**src/rtl/mux8_arb_pkg.sv**
```systemverilog
// Shared constants, state encoding and helpers for the 8-way selector arbiter.
package mux8_arb_pkg;

  localparam int NREQ   = 8;
  localparam int SEL_W  = 3;
  localparam int HOLD_W = 8;

  typedef enum logic [1:0] {
    ST_IDLE    = 2'd0,
    ST_SETTLE  = 2'd1,
    ST_OWN     = 2'd2,
    ST_RELEASE = 2'd3
  } arb_state_t;

  function automatic logic [NREQ-1:0] onehot(input logic [SEL_W-1:0] idx);
    logic [NREQ-1:0] v;
    v = '0;
    v[idx] = 1'b1;
    return v;
  endfunction

endpackage

```
**src/rtl/mux8_arbiter_rr_pick8.sv**
```systemverilog
// Combinational round-robin picker: first set req bit after `last`, wrapping mod 8.
module rr_pick8
  import mux8_arb_pkg::*;
(
  input  logic [NREQ-1:0]  req,
  input  logic [SEL_W-1:0] last,
  output logic             found,
  output logic [SEL_W-1:0] idx
);

  logic [SEL_W-1:0] cand;

  // Scan farthest candidate first so the nearest one after `last` overwrites.
  always_comb begin
    found = 1'b0;
    idx   = '0;
    cand  = '0;
    for (int k = NREQ; k >= 1; k--) begin
      cand = last + SEL_W'(k);
      if (req[cand]) begin
        found = 1'b1;
        idx   = cand;
      end
    end
  end

endmodule

```
**src/rtl/mux8_arbiter.sv**
```systemverilog
// Round-robin owner sequencer for a shared 8:1 selector with settle delay and
// optional hold limit; all outputs registered.
module mux8_arbiter
  import mux8_arb_pkg::*;
#(
  parameter int SETTLE   = 1,
  parameter int HOLD_MAX = 15
) (
  input  logic             clk,
  input  logic             reset,
  input  logic [NREQ-1:0]  req,
  output logic [NREQ-1:0]  grant,
  output logic [SEL_W-1:0] sel,
  output logic             ce_n,
  output logic             valid,
  output logic             timeout
);

  localparam logic [2:0]        SETTLE_LD = 3'((SETTLE > 0) ? SETTLE - 1 : 0);
  localparam logic [HOLD_W-1:0] HOLD_LAST = HOLD_W'((HOLD_MAX > 0) ? HOLD_MAX - 1 : 0);

  function automatic logic [HOLD_W-1:0] sat_inc(input logic [HOLD_W-1:0] v);
    return (v == {HOLD_W{1'b1}}) ? v : v + 1'b1;
  endfunction

  arb_state_t        state, state_nx;
  logic [NREQ-1:0]   grant_nx;
  logic [SEL_W-1:0]  sel_nx, last, last_nx, pick;
  logic              ce_n_nx, valid_nx, timeout_nx, found;
  logic [2:0]        scnt, scnt_nx;
  logic [HOLD_W-1:0] hold, hold_nx;

  rr_pick8 u_pick (
    .req   (req),
    .last  (last),
    .found (found),
    .idx   (pick)
  );

  always_comb begin
    state_nx   = state;
    grant_nx   = grant;
    sel_nx     = sel;
    ce_n_nx    = ce_n;
    valid_nx   = valid;
    timeout_nx = 1'b0;
    last_nx    = last;
    scnt_nx    = scnt;
    hold_nx    = hold;
    case (state)
      ST_IDLE, ST_RELEASE: begin
        grant_nx = '0;
        ce_n_nx  = 1'b1;
        valid_nx = 1'b0;
        hold_nx  = '0;
        state_nx = ST_IDLE;
        if (found) begin
          grant_nx = onehot(pick);
          sel_nx   = pick;
          last_nx  = pick;
          ce_n_nx  = 1'b0;
          if (SETTLE > 0) begin
            state_nx = ST_SETTLE;
            scnt_nx  = SETTLE_LD;
          end else begin
            state_nx = ST_OWN;
            valid_nx = 1'b1;
          end
        end
      end
      ST_SETTLE: begin
        if (!req[sel]) begin
          state_nx = ST_RELEASE;
          grant_nx = '0;
          ce_n_nx  = 1'b1;
          valid_nx = 1'b0;
          hold_nx  = '0;
        end else if (scnt == 3'd0) begin
          state_nx = ST_OWN;
          valid_nx = 1'b1;
          hold_nx  = '0;
        end else begin
          scnt_nx = scnt - 3'd1;
        end
      end
      ST_OWN: begin
        // hold counts completed valid cycles, so HOLD_MAX-1 marks the last one
        if (!req[sel] || (HOLD_MAX != 0 && hold == HOLD_LAST)) begin
          state_nx   = ST_RELEASE;
          grant_nx   = '0;
          ce_n_nx    = 1'b1;
          valid_nx   = 1'b0;
          hold_nx    = '0;
          timeout_nx = req[sel];
        end else begin
          hold_nx = sat_inc(hold);
        end
      end
      default: state_nx = ST_IDLE;
    endcase
  end

  always_ff @(posedge clk) begin
    if (reset) begin
      state   <= ST_IDLE;
      grant   <= '0;
      sel     <= '0;
      ce_n    <= 1'b1;
      valid   <= 1'b0;
      timeout <= 1'b0;
      last    <= 3'd7;
      scnt    <= '0;
      hold    <= '0;
    end else begin
      state   <= state_nx;
      grant   <= grant_nx;
      sel     <= sel_nx;
      ce_n    <= ce_n_nx;
      valid   <= valid_nx;
      timeout <= timeout_nx;
      last    <= last_nx;
      scnt    <= scnt_nx;
      hold    <= hold_nx;
    end
  end

endmodule

```
**config.mk**
```make
export PLATFORM = sky130hd
export DESIGN_NAME = mux8_arbiter
export DESIGN_NICKNAME = d
export VERILOG_FILES = /design/src/rtl/mux8_arb_pkg.sv /design/src/rtl/mux8_arbiter_rr_pick8.sv /design/src/rtl/mux8_arbiter.sv
export SDC_FILE = /design/constraint.sdc
export NUM_CORES = 1
export LEC_CHECK = 0
export CORE_MARGIN = 5
export CORE_UTILIZATION = 55
export CTS_CLUSTER_DIAMETER = 100
export DETAILED_ROUTE_END_ITERATION = 10
export HOLD_SLACK_MARGIN = 0.12
export PLACE_DENSITY_LB_ADDON = 0.3
export SKIP_CTS_REPAIR_TIMING = 1
export SYNTH_ARGS = -nofsm -noshare
export SYNTH_HDL_FRONTEND = slang
export SYNTH_SLANG_ARGS = --single-unit
```
**constraint.sdc**
```tcl
create_clock -name clk -period 6.9 [get_ports clk]
set_clock_uncertainty 0.1 [all_clocks]
set_input_delay 1.38 -clock clk [delete_from_list [all_inputs] [get_ports clk]]
set_output_delay 1.38 -clock clk [all_outputs]
set_load 0.005 [all_outputs]
```
# After elaboration in Yosys (flattened, before gate mapping)

Index checks and enable logic that the tools add are counted.

Register bits: 30
Input bits: 10
Logic and storage cells: 118

Add/sub/neg operators: 9
$lt $le $gt $ge: 11
Equal/unequal tests: 12
Multiplexer cells: 62
Bitwise operators: 2
Reductions and logical operators: 13

Operator list:

| kind                                                                  | number |
|---|---|
| 8-bit 2-to-1 mux                                                      | 7 |
| 8-bit case mux with 3 select lines                                    | 2 |
| 3-bit by 4-bit < comparator with 1-bit output, second input constant  | 10 |
| 3-bit 2-to-1 mux                                                      | 11 |
| 1-bit binary-select mux with 3-bit select                             | 9 |
| 1-bit 2-to-1 mux                                                      | 25 |
| 3-bit adder, second input constant                                    | 4 |
| 2-bit != test, second input constant                                  | 5 |
| 8-bit by 1-bit adder with 8-bit output, second input constant         | 1 |
| 8-bit by 4-bit == test with 1-bit output, second input constant       | 1 |
| 8-bit == test, second input constant                                  | 1 |
| 2-bit AND reduction                                                   | 4 |
| 3-bit by 2-bit adder with 3-bit output, second input constant         | 2 |
| 2-bit 2-to-1 mux                                                      | 3 |
| 3-bit != test, second input constant                                  | 2 |
| 1-bit case mux with 3 select lines                                    | 2 |
| 2-bit case mux with 3 select lines                                    | 1 |
| 3-bit case mux with 2 select lines                                    | 1 |
| 2-bit == test, second input constant                                  | 2 |
| 4-bit AND reduction                                                   | 1 |
| 3-bit by 1-bit adder with 3-bit output, second input constant         | 1 |
| 1-bit demux with 3-bit select                                         | 1 |
| 3-bit by 1-bit >= comparator with 1-bit output, second input constant | 1 |
| 3-bit logical NOT                                                     | 1 |
| other kinds (10)                                                      | 11 |

# Logic depth before layout (Yosys ltp)

Gate-level depths: netlist (run 1).

Depth after elaboration: 16
Mapped depth: 11
Gate-level depth less buffers: 9

# By module

A second synthesis (run 1) with hierarchy kept.

Cells, all modules: 268
Area total of the unflattened synthesis: 2285.9 um^2

Modules (own cells, without submodules):

| module       | times used | cells an instance | area an instance (um^2) |
|---|---|---|---|
| mux8_arbiter | 1          | 190               | 1602.8 |
| rr_pick8     | 1          | 78                | 683.2 |

# Worst setup path before layout (run 1)

No wires, ideal clock.

Kind: input-to-reg
Start: input port req[0]
End: register grant[2]
Library setup time: 117 ps
Data arrival time: 3111 ps
Data required time: 6683 ps
Setup slack: 3572 ps
Stages: 7
Buffers on the path: 0
Path through: mux4_2 a22o_1 a2111oi_4 o211ai_1 and3_4 and2_4 a32o_1

Longest elaborated chain between the ends: 16
Elaborated cells between the ends (all ways): 46

Ends and longest elaborated chain:

| item                                                                                                                                         | line                        | RTL |
|---|---|---|
| start, declared                                                                                                                              | mux8_arbiter.sv:11          | `input logic [NREQ-1:0] req,` |
| 1-bit binary-select mux with 3-bit select                                                                                                    | mux8_arbiter_rr_pick8.sv:20 | `if (req[cand]) begin` |
| 1-bit 2-to-1 mux (not written as such)                                                                                                       | mux8_arbiter_rr_pick8.sv:20 |  |
| 3-bit 2-to-1 mux (8 in a row)                                                                                                                | mux8_arbiter_rr_pick8.sv:20 |  |
| 3-bit by 4-bit < comparator with 1-bit output (not written as such) / 3-bit by 1-bit >= comparator with 1-bit output (equally long branches) | mux8_arb_pkg.sv:18          | `v[idx] = 1'b1;` |
| 1-bit logical AND (not written as such)                                                                                                      | mux8_arb_pkg.sv:18          |  |
| 1-bit 2-to-1 mux (not written as such)                                                                                                       | mux8_arb_pkg.sv:18          |  |
| 1-bit demux with 3-bit select                                                                                                                | mux8_arb_pkg.sv:18          |  |
| 8-bit 2-to-1 mux                                                                                                                             | mux8_arbiter.sv:57          | `if (found) begin` |
| 8-bit case mux with 3 select lines                                                                                                           | mux8_arbiter.sv:50          | `case (state)` |
| end signal, assigned                                                                                                                         | mux8_arbiter.sv:116         | `grant <= grant_nx;` |
| end, declared                                                                                                                                | mux8_arbiter.sv:12          | `output logic [NREQ-1:0] grant,` |

Parallel ways exist; a longest one is shown, timed or not. The select of a mux whose other input is x is not followed.
A chain may end at the register's enable or synchronous reset.

# Final worst setup path (run 1)

Start: register last[0]
End: register grant[5]

Longest elaborated chain between the ends: 16
Elaborated cells between the ends (all ways): 46

Ends and longest elaborated chain:

| item                                                                                                                                         | line                                                     | RTL |
|---|---|---|
| start, declared                                                                                                                              | mux8_arbiter.sv:28                                       | `logic [SEL_W-1:0] sel_nx, last, last_nx, pick;` |
| start signal, assigned                                                                                                                       | mux8_arbiter.sv:121                                      | `last <= last_nx;` |
| 3-bit adder / 1-bit binary-select mux with 3-bit select (equally long branches)                                                              | mux8_arbiter_rr_pick8.sv:19, mux8_arbiter_rr_pick8.sv:20 |  |
| 1-bit binary-select mux with 3-bit select / 1-bit 2-to-1 mux (equally long branches)                                                         | mux8_arbiter_rr_pick8.sv:20                              |  |
| 1-bit 2-to-1 mux (not written as such) / 3-bit 2-to-1 mux (equally long branches)                                                            | mux8_arbiter_rr_pick8.sv:20                              |  |
| 3-bit 2-to-1 mux (7 in a row)                                                                                                                | mux8_arbiter_rr_pick8.sv:20                              |  |
| 3-bit by 4-bit < comparator with 1-bit output (not written as such) / 3-bit by 1-bit >= comparator with 1-bit output (equally long branches) | mux8_arb_pkg.sv:18                                       |  |
| 1-bit logical AND (not written as such)                                                                                                      | mux8_arb_pkg.sv:18                                       |  |
| 1-bit 2-to-1 mux (not written as such)                                                                                                       | mux8_arb_pkg.sv:18                                       |  |
| 1-bit demux with 3-bit select                                                                                                                | mux8_arb_pkg.sv:18                                       |  |
| 8-bit 2-to-1 mux (*)                                                                                                                         | mux8_arbiter.sv:57                                       |  |
| 8-bit case mux with 3 select lines (*)                                                                                                       | mux8_arbiter.sv:50                                       |  |

Mark *: on every way between the ends. The rest lies on a longest branch, timed or not. The select of a mux whose other input is x is not followed.

==> flow_summary_export.csv, run 1 <==
group,metric,value,unit
status,status,"finished clean",
place,dp_slack,2598,ps
synth,ys_ff_latch,30,
timing,rsz0062_at_grt,"false",
drt,vias,2006,
synth,yosysWarnings,0,
clock_network,cts-root-buf,"clkbuf_8",
floorplan,initial_core_util,57.05,%
power,power.leakage,0.9875,nW
power,p_int,0.7024,mW
synth,synth.top_cell.area_share,26.13,%
floorplan,row_count,23,
synth,synthTopCellsByArea,"dfxtp_1 26%, mux4_2 11%, mux2i_1 7.8%",
finish,drive_above_1_share,14.12,%
power,pwr-share-seq,21.8,%
synth,yosys.area.top_type,"dfxtp_1",
drt,firstDrtPassIters,4,
floorplan,ios,24,
grt,grt-ovfl-total,0,
clock_network,clk-insertion-delay-late,280,ps
synth,synth_common_cells,"30 x dfxtp_1, 23 x nor2_1, 18 x mux2i_1",
drt,drc,0,
grt,antenna_found_initial,0,
clock_network,cts_tree,"done",
finish,fill_cells,333,
clock_network,clk_pin_slew,60,ps
hold_path,hold_path.class,"reg -> reg",
power,comb_power_share,66.9,%
critical_path,start_kind,"flop",
drt,via_per_inst,6.429,
place,hpwl,4.052,mm
synth,ys_seq_area_share,26.13,%
place,io_buffer_count,23,
synth,synth_most_common_cell,"dfxtp_1",
finish,multi_input_area,1605,µm²
critical_path,crit_type,"reg -> reg",
clock_network,htreeDepth,2,
synth,synth_cells,241,
grt,grt_usage,21.04,%
synth,synth_area,2298,µm²
clock_network,clock_path_buffers,2,
synth,yosys.area_share.xor_xnor,3.375,%
power,ir_drop,0.3371,mV
synth,synthArstFlopShare,0,%
power,power_frac_clock,11.3,%
finish,layout.nets,279,
floorplan,die_h,74.65,µm
power,switching_share,45.13,%
place,gp_congestion,0.8949,
synth,yosys.area_share.simple,19.16,%
critical_path,crit_fanout,20,
synth,syn_avg_cell_area,9.537,µm²
grt,grt_pass1_vias,1900,
clock_network,cts.sinks,30,
timing,fin_crit,4125,ps
timing,setup_viol,0,
timing,relSlewSlack,41.55,%
timing,tightest_slew,874.9,ps
synth,ys.flop_type,"dfxtp_1",
drt,detailedRoute.firstIterationViolations,108,
synth,synth_top_family_by_area,"multiplexers",
clock_network,cts_buffers,5,
finish,seq_area,600.6,µm²
floorplan,die_w,74.65,µm
floorplan,core,4029,µm²
timing,finalCritPeriodShare,59.78,%
critical_path,cp_data_required_time,6980,ps
timing,final_max_slew_viol_count,0,
timing,hold_viol,0,
drt,wire_per_inst,17.54,µm
floorplan,die_area,5572,µm²
synth,synth-compound-area-share,20.14,%
finish,num_antenna_cells,0,
synth,synth_adder_area_share,4.355,%
finish,area_growth_syn_to_layout,14.32,%
timing,fin_setup_tns,0,ps
timing,max_freq,0.2424,GHz
synth,ys_types,62,
timing,finalWorstSetupSlack,2775,ps
power,switching_power,0.5777,mW
job,maxCapViolCount,0,
grt,grt_max_degree,22,
grt,grt_pass1_wl,8.907,mm
drt,wirelength,5.474,mm
power,power_density,487.2,nW/µm²
synth,synthMuxAreaShare,22.81,%
critical_path,worstPathArrival,4200,ps
synth,synth-edff-count,0,
drt,ant_nets,0,
critical_path,end_kind,"flop",
synth,synth_nets,259,
layout make-up:
| type | instances | area share (%) |
|---|---|---|
| clock buffer | 7 | 3.286 |
| clock inverter | 1 | 0.1905 |
| inverter | 10 | 1.429 |
| multi-input combinational | 191 | 61.10 |
| sequential | 30 | 22.86 |
| tap | 50 | 2.381 |
| timing repair buffer | 23 | 8.762 |
stage by stage:
| step | hold slack [ps] | total power, mW | instance area (µm²) | utilization, % | instances |
|---|---|---|---|---|---|
| 6_report | 351.9 | 1.280 | 2628 | 65.22 | 312 |
| 5_1_grt | 391.8 | 1.370 | 2628 | 65.22 | 312 |
| 4_1_cts | 353.4 | 1.274 | 2628 | 65.22 | 312 |
| 3_5_place_dp | 345.5 | 1.121 | 2536 | 62.95 | 304 |
| 3_3_place_gp | 339.8 | 1.106 | 2536 | 62.95 | 304 |
| 2_1_floorplan | 331.9 | 0.9244 | 2298 | - | 241 |
cells by family (layout without fill, tap and decap cells):
logic type	after synthesis	after routing
buffers and inverters	20	41
xor gates and xnor gates	8	8
AOI/OAI and AO/OA	58	58
adders and majority gates	8	8
and+or+nand+nor	81	81
muxes	36	36
DFF	30	30
routing by layer:
layer,share of wire (%),track usage [%]
met4,2.0,8.893
met1,42,26.00
met5,0,0
met3,5.6,5.073
met2,50,35.12
power groups by stage:
stage | registers [mW] | clock network [mW] | logic, mW
floorplan | 0.248 | 0 | 0.677
global placement | 0.281 | 0 | 0.825
detailed placement | 0.283 | 0 | 0.838
CTS | 0.279 | 0.150 | 0.844
global route | 0.288 | 0.157 | 0.926
finish | 0.279 | 0.145 | 0.856
state kept, by name, indices dropped and copies added, names as in the netlist:
signal / count
state: 2
sel: 3
grant: 8
timeout: 1
scnt: 3
last: 3
ce_n: 1
hold: 8
valid: 1
critical path, cell delays in order (launching register included):
cell	delay (ps)
dfxtp_1	840
inv_1	300
ha_1	720
mux4_2	670
mux2_2	320
a21boi_2	170
o21ai_1	110
o31ai_2	310
a31oi_1	160
a32o_1	320
worst paths after layout:
path / start / to / slack [ps] / cells past startpoint
hold / removal: scnt[2] / scnt[2] / 350 / 2
setup / recovery: last[0] / grant[5] / 2780 / 9
hold reg to reg: scnt[2] / scnt[2] / 350 / 2
setup reg to reg: last[0] / grant[5] / 2780 / 9
cells in the final DEF (no fill, tap or decap), types with 2 or more instances in the layout:
cell and instances:
a211o_1 2, a21oi_1 14, a22o_1 2, a31o_2 2, a31oi_1 2, a32o_1 8, and2_1 3, and4_1 2
clkbuf_8 6, clkdlybuf4s50_1 23, dfxtp_1 30, ha_1 8, inv_1 10, mux2_2 5, mux2i_1 18, mux4_2 11
nand2_1 14, nand2b_1 5, nand3_1 5, nand3b_1 3, nand4_1 4, nand4b_1 2, nor2_1 23, nor2b_1 3
nor3_1 3, nor3b_1 5, nor4_1 2, o21a_1 3, o21ai_0 5, o21bai_1 2, or2_2 2, xnor2_1 2
xor2_1 5
(Power assumes the default switching activity.)
==> run 2: changes to the inputs <==
==> constraint.sdc (replaced) <==
create_clock -name clk -period 4.1 [get_ports clk]
set_clock_uncertainty 0.1 [all_clocks]
set_input_delay 0.82 -clock clk [delete_from_list [all_inputs] [get_ports clk]]
set_output_delay 0.82 -clock clk [all_outputs]
set_load 0.005 [all_outputs]
==> flow_summary_export.csv, run 2 (synthesis gave the netlist of run 1 again) <==
group,metric,value,unit
status,status,"finished clean",
floorplan,row_count,23,
place,gp_congestion,0.8918,
floorplan,die_area,5572,µm²
timing,setup_viol,0,
drt,ant_nets,0,
power,ir_drop,0.5394,mV
timing,hold_viol,0,
drt,wire_per_inst,16.11,µm
clock_network,cts_tree,"done",
power,switching_power,0.9578,mW
power,switching_share,44.08,%
power,comb_power_share,69.3,%
finish,final_cell_mix,"30 x dfxtp_1, 23 x nor2_1, 23 x clkdlybuf4s50_1, 18 x mux2i_1",
power,power_frac_clock,11.0,%
power,power_density,815.4,nW/µm²
floorplan,die_w,74.65,µm
critical_path,worstPathArrival,3440,ps
power,pwr-share-seq,19.7,%
grt,grt_usage,20.51,%
critical_path,crit_fanout,8,
finish,stdcell_area,2665,µm²
place,io_buffer_count,23,
critical_path,start_kind,"input port",
critical_path,crit_type,"in -> reg",
drt,drc,0,
power,p_int,1.215,mW
timing,final_max_slew_viol_count,0,
job,maxCapViolCount,0,
clock_network,htreeDepth,2,
finish,num_antenna_cells,0,
grt,grt-ovfl-total,0,
drt,firstDrtPassIters,4,
grt,grt_pass1_vias,1905,
drt,vias,1970,
finish,area_growth_syn_to_layout,15.95,%
clock_network,clk-insertion-delay-late,280,ps
grt,antenna_found_initial,0,
timing,relSlewSlack,43.16,%
drt,wirelength,5.108,mm
power,power.leakage,1.011,nW
critical_path,cp_data_required_time,4170,ps
critical_path,critPathSlowestCell,"mux4_2",
floorplan,initial_core_util,57.05,%
place,hpwl,3.825,mm
finish,layout.nets,284,
floorplan,core,4029,µm²
finish,final_common_cell,"dfxtp_1",
timing,fin_crit,3378,ps
grt,grt_max_degree,22,
clock_network,clk_pin_slew,60,ps
clock_network,cts.sinks,30,
critical_path,end_kind,"flop",
drt,via_per_inst,6.215,
finish,drive_above_1_share,15.73,%
hold_path,hold_path.class,"reg -> reg",
timing,finalCritPeriodShare,82.40,%
clock_network,cts_buffers,5,
critical_path,slowest_delay,580,ps
drt,detailedRoute.firstIterationViolations,76,
clock_network,cts-root-buf,"clkbuf_8",
timing,fin_setup_tns,0,ps
floorplan,die_h,74.65,µm
timing,tightest_slew,851.4,ps
timing,max_freq,0.2960,GHz
finish,top_regs,"grant: 8 flops, hold: 8 flops",
critical_path,cp_cell_sequence,"clkdlybuf4s50_1, mux4_2, mux2i_1, a21boi_2, o21ai_1, o31ai_2, a31oi_1, a32o_1",
place,placed_area,2574,µm²
floorplan,ios,24,
timing,rsz0062_at_grt,"false",
clock_network,clock_path_buffers,2,
grt,grt_pass1_wl,8.769,mm
[run 2: metal layers]
layer	part of all wire (%)	global-route usage, %	vias up
li1	-	-	978
met2	48	33.37	40
met5	0	0	-
met4	2.2	7.312	0
met1	46	26.67	942
met3	3.3	4.940	10
[run 2: cell type report]
type                       count  area [µm²]
fill                         347        1364
tap                           50       62.56
timing repair buffer          28       267.8
clock inverter                 1       5.005
sequential                    30       600.6
multi-input combinational    191        1605
clock buffer                   7       86.33
inverter                      10       37.54
[run 2: stage by stage]
| step | setup slack (ps) | hold slack, ps | util [%] | cells | power (mW) |
|---|---|---|---|---|---|
| final | 721.5 | 350.7 | 66.15 | 317 | 2.173 |
| after detailed placement | 505.5 | 344.6 | 63.88 | 309 | 1.914 |
| after floorplan | 1044 | 331.9 | - | 241 | 1.556 |
| after global placement | 516.4 | 341.3 | 63.88 | 309 | 1.901 |
| after CTS | 772.7 | 353.7 | 66.15 | 317 | 2.166 |
| after global routing | 604.7 | 375.4 | 66.15 | 317 | 2.351 |
[run 2: worst max-delay path, delay by kind of cell]
family,cells,cell delay [ps]
buffers and inverters,1,530
AO/OA/AOI/OAI,5,1150
multiplexers,2,950
[run 2: path summary, 6_finish.rpt]
kind | start | to | slack (ps) | cells past startpoint
worst min register to register | scnt[1] | scnt[1] | 350 | 2
worst max register to register | last[0] | grant[1] | 860 | 9
worst max-delay path | req[5] | grant[1] | 720 | 8
worst min-delay path | scnt[1] | scnt[1] | 350 | 2
[run 2: power by group through the flow]
stage / clock network, mW / registers, mW / logic, mW
after floorplan: 0 / 0.417 / 1.14
after global placement: 0 / 0.433 / 1.47
after detailed placement: 0 / 0.434 / 1.48
after CTS: 0.246 / 0.428 / 1.49
after global routing: 0.262 / 0.440 / 1.65
final: 0.239 / 0.428 / 1.51
==> RTL change, RTL diff (flow settings as in run 2) <==
Put one more register stage on the output `timeout`, without a reset. The value now appears one clock later. The other outputs are not delayed to match.
--- a/src/rtl/mux8_arbiter.sv
+++ b/src/rtl/mux8_arbiter.sv
@@ -19,4 +19,6 @@
   localparam logic [2:0]        SETTLE_LD = 3'((SETTLE > 0) ? SETTLE - 1 : 0);
   localparam logic [HOLD_W-1:0] HOLD_LAST = HOLD_W'((HOLD_MAX > 0) ? HOLD_MAX - 1 : 0);
+
+  logic timeout_s0;
 
   function automatic logic [HOLD_W-1:0] sat_inc(input logic [HOLD_W-1:0] v);
@@ -108,5 +110,5 @@
       ce_n    <= 1'b1;
       valid   <= 1'b0;
-      timeout <= 1'b0;
+      timeout_s0 <= 1'b0;
       last    <= 3'd7;
       scnt    <= '0;
@@ -118,5 +120,5 @@
       ce_n    <= ce_n_nx;
       valid   <= valid_nx;
-      timeout <= timeout_nx;
+      timeout_s0 <= timeout_nx;
       last    <= last_nx;
       scnt    <= scnt_nx;
@@ -125,4 +127,8 @@
   end
 
+  always_ff @(posedge clk) begin
+    timeout <= timeout_s0;
+  end
+
 endmodule
 
Behaviour: same outputs for any inputs over 10 cycles, from zero or initial values and one cycle with reset high; that may be too few to reach the edited logic, so the function may still have changed.
==> RTL change against run 2 <==
Sequential cell count rose by 1. Via count rose by 2.9%. Power rose by 8.6%. Wire length rose by 5.7%. Final area rose by 2.3%. Die area rose by 4.3%. Worst setup slack got worse by 0.030 ns. Synthesized area rose by 5.0%. Largest power group unchanged.
==> RTL change: results (changes against run 2) <==
[layout]
n_fill_cell = 368  ; +6.1%
buffers = 26  ; -7.1%
drive_gt1_frac = 0.146  ; -0.0113
fin_cells = 326  ; +2.8%
clkCellAreaFrac = 0.0298  ; -0.00444
finalNetCount = 291  ; +2.5%
seqCellArea_um2 = 621  ; +3.3%
multi_input_cells = 193  ; +1.0%
nonClkBufAreaFrac = 0.0927  ; -0.00777
multiInputGateArea_mm2 = 0.00165  ; +2.6%
diodes = 0  ; unchanged
inverters_excl_clock = 16  ; +6
seq_cells = 31  ; +3.3%

[placed_design]
pre_cts_slack_ns = 0.453  ; -0.0525 ns
place_congestion = 0.892  ; about the same
port_buffers = 23  ; unchanged
dp_hpwl_um = 3980  ; +4.2%
dp_cells = 318  ; +2.9%

[yosys]
yosys-top-cells-area = dfxtp_1, mux4_2, mux2i_1
syn-num-nets = 271  ; +4.6%
synth_fa_ha_area_frac = 0.0415  ; -0.00208
synthFlopType = dfxtp_1
synth_cell_types = 56  ; -9.7%
synth.area.mux_share = 0.240  ; +0.0119
synth_xor_area_frac = 0.0363  ; +0.00254
ys_seq_area_frac = 0.257  ; -0.00417
synth_compound_gate_area_share = 0.177  ; -0.0246
synthCells = 253  ; +5.0%
yosys-top-cells-count = dfxtp_1, nor2_1, a21oi_1, inv_1, nand2_1

[global_route]
grt.total_usage = 0.189  ; -0.0163
grt_max_degree = 21  ; -4.5%
grt_pass1_vias = 1914  ; +0.47%
grt_pass1_wl_um = 9170  ; +4.6%
antenna_found_initial = 0  ; unchanged

[timing]
finalCriticalPeriod_ns = 3.41  ; +0.0301 ns
holdWs_ns = 0.222  ; -0.129 ns
slew_headroom = 0.503  ; +0.0711

[worst_setup_path]
worstSetupStartpointType = flop
crit_fanout = 13  ; +5
critPathMaxStageDelay_ns = 0.74  ; +0.16 ns
crit_slowest_cell = mux4_1
crit_arrival_ns = 3.48  ; +0.04 ns
ff2ff_setup_slack_ns = 0.69  ; -0.17 ns
critPathLaunch = last[1]$_SDFFE_PP1P_

[detailed_routing]
avgViaCountPerCell = 6.22  ; about the same
drt-initial-drc-count = 172  ; +130%
routedWlPerCell_um = 16.6  ; +2.8%

[run_status]
outcome = finished clean

[clock_network]
cts_buffer_depth = 2  ; unchanged

[min_path]
min-delay-start = timeout_s0$_SDFF_PP0_
whs_path_depth = 0  ; -2
hold_end = timeout$_DFF_P_

[pwr]
p_leak_uw = 0.00105  ; +4.3%
worst_ir_drop_vdd_v = 0.000459  ; -15%

[RTL change: cell types whose count changed in the layout (fill, tap and decap cells not counted), moves of 3 or more]
cell and change:
a21oi_1 +3, nor3b_1 -5, xor2_1 +4, o21ai_0 -3
mux2i_1 -4, and3_1 +3, a211oi_1 +3, inv_1 +5
nor2_1 +4
[RTL change: per-layer routing]
metal  track usage  routed length, µm
met5             0                  0
met4        0.0507                100
met1         0.231               2330
met2         0.328               2760
met3        0.0473                210
[RTL change: per-stage QoR]
step | instance area (µm²) | utilization
floorplan | 2410 | -
CTS | 2730 | 0.635
detailed placement | 2650 | 0.616
finish | 2730 | 0.635
global placement | 2650 | 0.616
global route | 2730 | 0.635
[RTL change: power breakdown]
group / leakage, µW / total [µW] / switching (µW) / internal (µW)
Clock: 0.0000422 / 224 / 105 / 119
Sequential: 0.000253 / 451 / 67.0 / 384
Combinational: 0.000760 / 1680 / 879 / 805
